File: src/rtl/cr_lz77_comp_tile_nb_if.sv
// ---------------------------------------------------------------------------
// cr_lz77_comp_tile_nb_if
//
// Bundles the shift-chain, input-word and match-result signals of one LZ77
// compare tile.
//   master : cluster side. Drives shift/input/control and receives the
//            evicted bytes and match results.
//   slave  : tile side.
//
// Signals
//   shift_en, shift_cnt, shift_data       bytes entering the history chain
//   shift_data_out, shift_data_out_vld    bytes evicted from the tile
//   input_en, input_data, input_vld,
//   input_last                            input word stream
//   tile_enable, clr_valid                tile controls
//   match_stb, match_vld, match_offset    registered match results
// ---------------------------------------------------------------------------
interface cr_lz77_comp_tile_nb_if #(
    parameter int IN_BYTES = 4,
    parameter int DEPTH    = 64
);
    localparam int CW = $clog2(IN_BYTES + 1);
    localparam int OW = $clog2(DEPTH);

    logic                     shift_en;
    logic [CW-1:0]            shift_cnt;
    logic [IN_BYTES*8-1:0]    shift_data;
    logic [IN_BYTES*8-1:0]    shift_data_out;
    logic [IN_BYTES-1:0]      shift_data_out_vld;

    logic                     input_en;
    logic [IN_BYTES*8-1:0]    input_data;
    logic [IN_BYTES-1:0]      input_vld;
    logic                     input_last;

    logic                     tile_enable;
    logic                     clr_valid;

    logic                     match_stb;
    logic [IN_BYTES-1:0]      match_vld;
    logic [IN_BYTES*OW-1:0]   match_offset;

    modport master (
        output shift_en, shift_cnt, shift_data,
        input  shift_data_out, shift_data_out_vld,
        output input_en, input_data, input_vld, input_last,
        output tile_enable, clr_valid,
        input  match_stb, match_vld, match_offset
    );

    modport slave (
        input  shift_en, shift_cnt, shift_data,
        output shift_data_out, shift_data_out_vld,
        input  input_en, input_data, input_vld, input_last,
        input  tile_enable, clr_valid,
        output match_stb, match_vld, match_offset
    );
endinterface

File: src/rtl/cr_lz77_comp_tile_nb.sv
// ---------------------------------------------------------------------------
// cr_lz77_comp_tile_nb
//
// LZ77 compare tile. Keeps DEPTH bytes of history (hb[0] newest) in a
// byte-granular shift chain that takes 0..IN_BYTES bytes per shift, and
// compares each pending input word (with the following word as lookahead)
// against that history. For every byte position of the pending word it
// reports the smallest tile-local index i where MIN_MATCH bytes match.
//
// Ports
//   clk      clock
//   rst_n    asynchronous active-low reset
//   tile_if  slave side of cr_lz77_comp_tile_nb_if (shift chain, input
//            words, controls, registered match results)
// ---------------------------------------------------------------------------
module cr_lz77_comp_tile_nb #(
    parameter int IN_BYTES  = 4,
    parameter int DEPTH     = 64,
    parameter int MIN_MATCH = 4
) (
    input  logic                   clk,
    input  logic                   rst_n,
    cr_lz77_comp_tile_nb_if.slave  tile_if
);
    localparam int CW = $clog2(IN_BYTES + 1);
    localparam int OW = $clog2(DEPTH);
    localparam int LW = CW + 1;          // holds P count + lookahead count
    localparam int EB = 2 * IN_BYTES;    // evaluation window bytes

    typedef enum logic [1:0] {
        ST_IDLE = 2'd0,
        ST_HOLD = 2'd1,
        ST_LAST = 2'd2
    } state_t;

    // -----------------------------------------------------------------------
    // History shift chain
    // -----------------------------------------------------------------------
    logic [7:0]            hb_reg  [DEPTH];
    logic [7:0]            hb_next [DEPTH];
    logic [DEPTH-1:0]      hv_reg;
    logic [DEPTH-1:0]      hv_next;
    logic [DEPTH-1:0]      hv_base;
    logic [IN_BYTES*8-1:0] evict_data;
    logic [IN_BYTES-1:0]   evict_vld;
    logic [IN_BYTES*8-1:0] sdo_data_reg;
    logic [IN_BYTES-1:0]   sdo_vld_reg;

    always_comb begin
        // clr_valid drops the old valids before the shift, so only bytes
        // entering this cycle survive as valid.
        hv_base    = tile_if.clr_valid ? '0 : hv_reg;
        hb_next    = hb_reg;
        hv_next    = hv_base;
        evict_data = '0;
        evict_vld  = '0;
        if (tile_if.shift_en) begin
            for (int k = 1; k <= IN_BYTES; k++) begin
                if (int'(tile_if.shift_cnt) == k) begin
                    for (int i = 0; i < DEPTH; i++) begin
                        if (i >= k) begin
                            hb_next[i] = hb_reg[i-k];
                            hv_next[i] = hv_base[i-k];
                        end else begin
                            // shift_data byte 0 is oldest, so it lands deepest
                            hb_next[i] = tile_if.shift_data[(k-1-i)*8 +: 8];
                            hv_next[i] = 1'b1;
                        end
                    end
                    for (int j = 0; j < k; j++) begin
                        evict_data[j*8 +: 8] = hb_reg[DEPTH-1-j];
                        evict_vld[j]         = hv_reg[DEPTH-1-j] & ~tile_if.clr_valid;
                    end
                end
            end
        end
    end

    always_ff @(posedge clk or negedge rst_n) begin
        if (!rst_n) begin
            for (int i = 0; i < DEPTH; i++) begin
                hb_reg[i] <= '0;
            end
            hv_reg       <= '0;
            sdo_data_reg <= '0;
            sdo_vld_reg  <= '0;
        end else begin
            hb_reg       <= hb_next;
            hv_reg       <= hv_next;
            sdo_data_reg <= evict_data;
            sdo_vld_reg  <= evict_vld;
        end
    end

    assign tile_if.shift_data_out     = sdo_data_reg;
    assign tile_if.shift_data_out_vld = sdo_vld_reg;

    // -----------------------------------------------------------------------
    // Input FSM and pending word P. The stream's last flag is carried by the
    // LAST state itself rather than a separate register.
    // -----------------------------------------------------------------------
    state_t                state_reg;
    state_t                state_next;
    state_t                load_state;
    logic                  load_p;
    logic                  eval_fire;
    logic [CW-1:0]         in_cnt;
    logic [IN_BYTES*8-1:0] p_data_reg;
    logic [CW-1:0]         p_cnt_reg;

    // input_vld is contiguous from bit 0, so its popcount is the byte count
    always_comb begin
        in_cnt = '0;
        for (int j = 0; j < IN_BYTES; j++) begin
            if (tile_if.input_vld[j]) begin
                in_cnt = in_cnt + CW'(1);
            end
        end
    end

    always_comb begin
        state_next = state_reg;
        load_p     = 1'b0;
        eval_fire  = 1'b0;
        load_state = tile_if.input_last ? ST_LAST : ST_HOLD;
        if (tile_if.clr_valid) begin
            // stream boundary: pending word dropped without a strobe
            if (tile_if.input_en) begin
                load_p     = 1'b1;
                state_next = load_state;
            end else begin
                state_next = ST_IDLE;
            end
        end else begin
            case (state_reg)
                ST_IDLE: begin
                    if (tile_if.input_en) begin
                        load_p     = 1'b1;
                        state_next = load_state;
                    end
                end
                ST_HOLD: begin
                    if (tile_if.input_en) begin
                        eval_fire  = 1'b1;
                        load_p     = 1'b1;
                        state_next = load_state;
                    end
                end
                ST_LAST: begin
                    eval_fire = 1'b1;
                    if (tile_if.input_en) begin
                        load_p     = 1'b1;
                        state_next = load_state;
                    end else begin
                        state_next = ST_IDLE;
                    end
                end
                default: state_next = ST_IDLE;
            endcase
        end
    end

    always_ff @(posedge clk or negedge rst_n) begin
        if (!rst_n) begin
            state_reg  <= ST_IDLE;
            p_data_reg <= '0;
            p_cnt_reg  <= '0;
        end else begin
            state_reg <= state_next;
            if (load_p) begin
                p_data_reg <= tile_if.input_data;
                p_cnt_reg  <= in_cnt;
            end else if (state_next == ST_IDLE) begin
                p_cnt_reg  <= '0;
            end
        end
    end

    // -----------------------------------------------------------------------
    // Evaluation window E = P bytes then lookahead bytes. A non-last P is
    // always full, so plain concatenation is correct; bytes past e_len are
    // excluded by the length test.
    // -----------------------------------------------------------------------
    logic [7:0]    e_bytes [EB];
    logic [CW-1:0] la_cnt;
    logic [LW-1:0] e_len;

    always_comb begin
        for (int q = 0; q < EB; q++) begin
            if (q < IN_BYTES) begin
                e_bytes[q] = p_data_reg[q*8 +: 8];
            end else begin
                e_bytes[q] = tile_if.input_data[(q-IN_BYTES)*8 +: 8];
            end
        end
        la_cnt = (state_reg == ST_HOLD && tile_if.input_en) ? in_cnt : '0;
        e_len  = LW'(p_cnt_reg) + LW'(la_cnt);
    end

    // hit[p*DEPTH+i]: position p of P matches MIN_MATCH bytes ending at hb[i-MIN_MATCH+1]
    logic [IN_BYTES*DEPTH-1:0] hit;
    logic [IN_BYTES-1:0]       pos_vld;
    logic [IN_BYTES*OW-1:0]    pos_off;

    generate
        for (genvar gi = 0; gi < IN_BYTES; gi++) begin : g_pos
            for (genvar gj = 0; gj < DEPTH; gj++) begin : g_idx
                if (gj >= MIN_MATCH - 1) begin : g_cmp
                    logic [MIN_MATCH-1:0] eq;
                    for (genvar gm = 0; gm < MIN_MATCH; gm++) begin : g_byte
                        assign eq[gm] = hv_reg[gj-gm]
                                     && (e_bytes[gi+gm] == hb_reg[gj-gm])
                                     && (LW'(gi + gm) < e_len);
                    end
                    assign hit[gi*DEPTH+gj] = &eq;
                end else begin : g_short
                    // too close to hb[0] to fit MIN_MATCH bytes
                    assign hit[gi*DEPTH+gj] = 1'b0;
                end
            end

            // nearest-first: scanning downwards leaves the smallest index
            logic          vld_l;
            logic [OW-1:0] off_l;
            always_comb begin
                vld_l = 1'b0;
                off_l = '0;
                for (int i = DEPTH - 1; i >= 0; i--) begin
                    if (hit[gi*DEPTH+i]) begin
                        vld_l = 1'b1;
                        off_l = OW'(i);
                    end
                end
            end

            logic pos_ok;
            assign pos_ok                 = vld_l && (CW'(gi) < p_cnt_reg);
            assign pos_vld[gi]            = pos_ok;
            assign pos_off[gi*OW +: OW]   = pos_ok ? off_l : '0;
        end
    endgenerate

    // -----------------------------------------------------------------------
    // Registered results
    // -----------------------------------------------------------------------
    logic                   match_stb_reg;
    logic [IN_BYTES-1:0]    match_vld_reg;
    logic [IN_BYTES*OW-1:0] match_off_reg;

    always_ff @(posedge clk or negedge rst_n) begin
        if (!rst_n) begin
            match_stb_reg <= 1'b0;
            match_vld_reg <= '0;
            match_off_reg <= '0;
        end else begin
            match_stb_reg <= eval_fire;
            match_vld_reg <= (eval_fire && tile_if.tile_enable) ? pos_vld : '0;
            match_off_reg <= (eval_fire && tile_if.tile_enable) ? pos_off : '0;
        end
    end

    assign tile_if.match_stb    = match_stb_reg;
    assign tile_if.match_vld    = match_vld_reg;
    assign tile_if.match_offset = match_off_reg;

    // Only the last word of a stream may be partial.
    a_partial_needs_last: assert property (@(posedge clk) disable iff (!rst_n)
        (tile_if.input_en && !tile_if.input_last) |-> (&tile_if.input_vld));

    a_shift_cnt_range: assert property (@(posedge clk) disable iff (!rst_n)
        tile_if.shift_en |-> (int'(tile_if.shift_cnt) <= IN_BYTES));

endmodule

File: src/flat_wrapper.sv
// flat-port wrapper written by rule: the top's interface ports become plain ports
module cr_lz77_comp_tile_nb_flat 
#(
    parameter int IN_BYTES  = 4,
    parameter int DEPTH     = 64,
    parameter int MIN_MATCH = 4
)
  (clk, rst_n, tile_if_shift_en, tile_if_shift_cnt, tile_if_shift_data, tile_if_shift_data_out, tile_if_shift_data_out_vld, tile_if_input_en, tile_if_input_data, tile_if_input_vld, tile_if_input_last, tile_if_tile_enable, tile_if_clr_valid, tile_if_match_stb, tile_if_match_vld, tile_if_match_offset);
  cr_lz77_comp_tile_nb_if #(.IN_BYTES(IN_BYTES), .DEPTH(DEPTH)) tile_if_i ();
  input  logic clk;
  input  logic rst_n;
  input wire logic [$bits(tile_if_i.shift_en)-1:0] tile_if_shift_en;
  input wire logic [$bits(tile_if_i.shift_cnt)-1:0] tile_if_shift_cnt;
  input wire logic [$bits(tile_if_i.shift_data)-1:0] tile_if_shift_data;
  output wire logic [$bits(tile_if_i.shift_data_out)-1:0] tile_if_shift_data_out;
  output wire logic [$bits(tile_if_i.shift_data_out_vld)-1:0] tile_if_shift_data_out_vld;
  input wire logic [$bits(tile_if_i.input_en)-1:0] tile_if_input_en;
  input wire logic [$bits(tile_if_i.input_data)-1:0] tile_if_input_data;
  input wire logic [$bits(tile_if_i.input_vld)-1:0] tile_if_input_vld;
  input wire logic [$bits(tile_if_i.input_last)-1:0] tile_if_input_last;
  input wire logic [$bits(tile_if_i.tile_enable)-1:0] tile_if_tile_enable;
  input wire logic [$bits(tile_if_i.clr_valid)-1:0] tile_if_clr_valid;
  output wire logic [$bits(tile_if_i.match_stb)-1:0] tile_if_match_stb;
  output wire logic [$bits(tile_if_i.match_vld)-1:0] tile_if_match_vld;
  output wire logic [$bits(tile_if_i.match_offset)-1:0] tile_if_match_offset;
  assign tile_if_i.shift_en = tile_if_shift_en;
  assign tile_if_i.shift_cnt = tile_if_shift_cnt;
  assign tile_if_i.shift_data = tile_if_shift_data;
  assign tile_if_shift_data_out = tile_if_i.shift_data_out;
  assign tile_if_shift_data_out_vld = tile_if_i.shift_data_out_vld;
  assign tile_if_i.input_en = tile_if_input_en;
  assign tile_if_i.input_data = tile_if_input_data;
  assign tile_if_i.input_vld = tile_if_input_vld;
  assign tile_if_i.input_last = tile_if_input_last;
  assign tile_if_i.tile_enable = tile_if_tile_enable;
  assign tile_if_i.clr_valid = tile_if_clr_valid;
  assign tile_if_match_stb = tile_if_i.match_stb;
  assign tile_if_match_vld = tile_if_i.match_vld;
  assign tile_if_match_offset = tile_if_i.match_offset;
  cr_lz77_comp_tile_nb #(.IN_BYTES(IN_BYTES), .DEPTH(DEPTH), .MIN_MATCH(MIN_MATCH)) u_core (.clk(clk), .rst_n(rst_n), .tile_if(tile_if_i));
endmodule
File: config.mk
export PLATFORM = sky130hd
export DESIGN_NAME = cr_lz77_comp_tile_nb_flat
export DESIGN_NICKNAME = d
export VERILOG_FILES = /design/src/rtl/cr_lz77_comp_tile_nb_if.sv /design/src/rtl/cr_lz77_comp_tile_nb.sv /design/src/flat_wrapper.sv
export SDC_FILE = /design/constraint.sdc
export NUM_CORES = 2
export LEC_CHECK = 0
export CORE_ASPECT_RATIO = 1.25
export CORE_UTILIZATION = 45
export CTS_BUF_LIST = sky130_fd_sc_hd__clkbuf_8
export CTS_CLUSTER_SIZE = 30
export DETAILED_ROUTE_END_ITERATION = 8
export MAX_ROUTING_LAYER = met4
export SYNTH_ARGS = -nofsm -noshare
export SYNTH_HDL_FRONTEND = slang
export SYNTH_SLANG_ARGS = --single-unit
File: constraint.sdc
create_clock -name clk -period 4.4 [get_ports clk]
set_input_delay 0.88 -clock clk [delete_from_list [all_inputs] [get_ports clk]]
set_output_delay 0.88 -clock clk [all_outputs]
set_load 0.05 [all_outputs]
==> impl_metrics.json <==
{
  "status": "finished with violations",
  "violations": "negative hold slack, max-capacitance violations, max-slew violations, negative setup slack",
  "worst_slew_pin_slew_ns": 1.596,
  "routed_wl_um": 560000,
  "chipWidth_um": 404.6,
  "crit_path_frequent_cell": "buf_4",
  "area_growth_pct": 23.38,
  "grtUsageTotal_pct": 54.60,
  "wl_per_cell_um": 34.15,
  "yosys-top-cells-area": "xnor2_1 (20%), dfrtp_1 (19%), xor2_1 (13%)",
  "synth.yosys.seq_area_share_pct": 18.61,
  "numCtsBuffers": 138,
  "yosysTopAreaCell": "xnor2_1",
  "cp_num_buf_inv": 7,
  "dr.pass1.iters": 9,
  "power.density_nw_per_um2": 519.1,
  "reg2reg_to": "u_core.tile_if.match_offset[20]",
  "largest_reg_flops": 512,
  "hpwl_um": 400500,
  "min_period_ns": 5.122,
  "ir_worst_vdd_uv": 474.7,
  "io-pin-count": 143,
  "portBuffers": 142,
  "crit_slowest_cell": "or4_4",
  "grt_pass1_vias": 103700,
  "rr_worst_depth": 22,
  "nNetsFinal": 13640,
  "syn_nets": 12900,
  "endpoint_kind": "flip-flop",
  "crit_family": "simple AND/OR/NAND/NOR gates",
  "final_cell_count_no_fill": 16400,
  "final_core_util_pct": 55.91,
  "gp_congestion": 1.136,
  "fin_crit_sh_pct": 116.4,
  "holdPathEnd": "u_core.tile_if.match_stb",
  "netlist_area_um2": 91190,
  "drcViolationCount": 0,
  "netlist.area_leader.share_pct": 20.44,
  "rsz0062_at_grt": "true",
  "maxSlewHeadroom_pct": -7.395,
  "setup_viol": 28,
  "required_ns": 5.37,
  "timing.final.ws_setup_ns": -0.7220,
  "synthCells": 12810,
  "synth_edf_count": 0,
  "die_area_um2": 204500,
  "ys.flop_type": "dfrtp_1",
  "ys_warn_count": 0,
  "via_per_inst": 6.668,
  "pre_cts_ws_ns": -3.124,
  "grt_max_degree": 209,
  "final_max_slew_viol_count": 2,
  "ant_nets": 0,
  "core-area_um2": 201200,
  "worstPathArrival_ns": 6.09,
  "hold_violations": 1,
  "maxCapViolCount": 1,
  "grt_pass1_wl_um": 784600,
  "hold_slack_ns": -0.01556,
  "timing.rr.start": "u_core.state_reg[0]",
  "cts_root_buf": "clkbuf_8",
  "insertion_delay_ns": 1.11,
  "std_cell_rows": 184,
  "synth-seq-cells": 678,
  "htree_levels": 4,
  "hold_depth": 2,
  "overflow": 0,
  "start_util_pct": 45.32,
  "hold_start": "tile_if_clr_valid",
  "synth_area_per_cell_um2": 7.118,
  "path_max_fanout": 7,
  "leakage_nw": 43.28,
  "antenna_found_initial": 40,
  "drt_iter0_markers": 17430,
  "layout-drive-gt1-share_pct": 19.48,
  "die_h_um": 505.3,
  "cpPeakStageDelay_ns": 0.53,
  "path_clk_slew_ns": 0.06,
  "crit_type": "input pin to flip-flop",
  "fmax_mhz": 195.2,
  "clock_skew_ns": 0.05963,
  "placed_cells": 16020,
  "rrSetupSlack_ns": -0.68,
  "num_vias": 109300,
  "clock_path_buffers": 3,
  "hold_path_class": "input pin to flip-flop",
  "crit_path_start_kind": "input pin",
  "synth_cell_types": 79,
  "async_flop_share_pct": 100.0,
  "cts_tree": "yes",
  "cts.sinks": 678
}
## stage by stage
step / total power [mW] / hold WS [ns] / TNS (ns) / area, µm²
6_report: 58.40 / -0.01556 / -12.05 / 112500
5_1_grt: 60.24 / -0.006780 / -14.05 / 112500
4_1_cts: 56.32 / 0.005090 / -14.20 / 111400
3_5_place_dp: 48.81 / 0.5574 / -75.85 / 106500
3_3_place_gp: 48.37 / 0.5388 / -74.57 / 106500
2_1_floorplan: 34.27 / 0.5271 / -18.15 / 91390
## final cells by class
class,count,area (µm²)
Tap cell,2697,3374
Inverter,576,2185
Antenna cell,45,112.6
Multi-Input combinational cell,10020,68190
Clock inverter,76,480.5
Sequential cell,678,17090
Timing Repair Buffer,2136,18760
Clock buffer,168,2312
Fill cell,19400,88710
## synthesized netlist by cell type, drive strengths merged (8+ instances only)
cell and instances:
xnor2 2128, nand2 1912, xor2 1364, o21ai 1069
buf 829, clkbuf 705, dfrtp 678, a21oi 631
inv 576, a221oi 518, nand4 474, nor4 429
nand3 350, nor3 180, nor2 167, a211oi 138
nor2b 84, a311oi 64, and3 52, or3 48
or4 48, and2 43, or2 40, mux2 32
nand4b 32, a31oi 27, nand2b 26, a2111oi 21
o31ai 12, ha 11, nor3b 10, o21bai 10
nand3b 9, o21a 9, o2111ai 8, or4b 8
## power breakdown
| part | internal, mW | switching (mW) |
|---|---|---|
| Clock | 3.57 | 3.69 |
| Sequential | 8.14 | 5.01 |
| Combinational | 15.4 | 22.6 |
| Total | 27.1 | 31.3 |
## cells in the final DEF, fill, tap and decap left out, types with 25 or more instances in the layout
cell type        count
xor2_1            1362
a21oi_1            622
inv_1              613
dfrtp_4             32
and2_1              36
clkdlybuf4s50_1    109
diode_2             45
a221oi_1           512
or2_2               30
nand2_1           1882
o21ai_0           1043
nor4_4              27
nor2b_1             76
buf_6               38
buf_12             172
clkbuf_8           168
a211oi_1           130
nand4b_1            32
nor2_1             149
nand4_1            474
or3_1               27
nor4_2              25
nand3_1            342
mux2_2              32
xnor2_1           2126
a311oi_1            62
dfrtp_1            646
and3_1              51
nor3_1             152
buf_4             1800
nor4_1             377
## worst reg2reg max path: stages, from the launching register on
cell	delay, ns
dfrtp_1	0.41
ha_4	0.19
nand2_4	0.13
nor2_2	0.06
ha_2	0.20
fa_2	0.41
nor2b_4	0.15
a31o_4	0.28
buf_12	0.16
buf_4	0.16
nor4_4	0.24
nand4_1	0.17
or4_4	0.53
or3_4	0.37
nand3b_1	0.17
o21bai_1	0.14
a21oi_1	0.18
buf_4	0.16
o31ai_4	0.08
a2111oi_2	0.38
buf_4	0.19
a2111oi_2	0.04
nor3b_1	0.19
## logic make-up (layout without fill, tap and decap cells)
logic type | Yosys count | in the layout | synth area share (%)
compound gates | 2558 | 2558 | 17.27
mux | 35 | 35 | 0.4281
simple gates | 3925 | 3925 | 20.80
xor+xnor | 3492 | 3492 | 33.54
fa+ha+maj | 12 | 12 | 0.1729
flops | 678 | 678 | 18.61
buf+inv | 2110 | 2956 | 9.186
other cells | 0 | 45 | 0
## routing by layer
| metal | GRT usage (%) | wire [µm] |
|---|---|---|
| met2 | 76.74 | 230700 |
| met5 | - | 0 |
| met4 | 44.62 | 59030 |
| met1 | 62.64 | 197100 |
| met3 | 18.24 | 73250 |
## worst max-delay path by stage
stage,slack (ns),to,cells after the start,start
2_1_floorplan,-0.98,u_core.tile_if.match_offset[2],21,tile_if_input_vld[0]
3_3_place_gp,-3.11,u_core.tile_if.match_offset[6],26,tile_if_input_vld[1]
3_5_place_dp,-3.12,u_core.tile_if.match_offset[6],26,tile_if_input_vld[1]
4_1_cts,-0.82,u_core.tile_if.match_offset[20],31,tile_if_input_vld[1]
5_1_grt,-0.80,u_core.tile_if.match_offset[20],26,tile_if_input_vld[0]
6_report,-0.72,u_core.tile_if.match_offset[20],26,tile_if_input_vld[1]
## what timing repair did
action / in CTS / in global routing
endpoints found under the setup margin: 28 / 28
hold buffers: 1 / 0
gates resized for setup: 340 / 164
pin swaps: 129 / 89
endpoints found under the hold margin: 43 / 0
buffers inserted: 61 / 35
cloned: 3 / 1
Power figures use the tool's default switching activity.
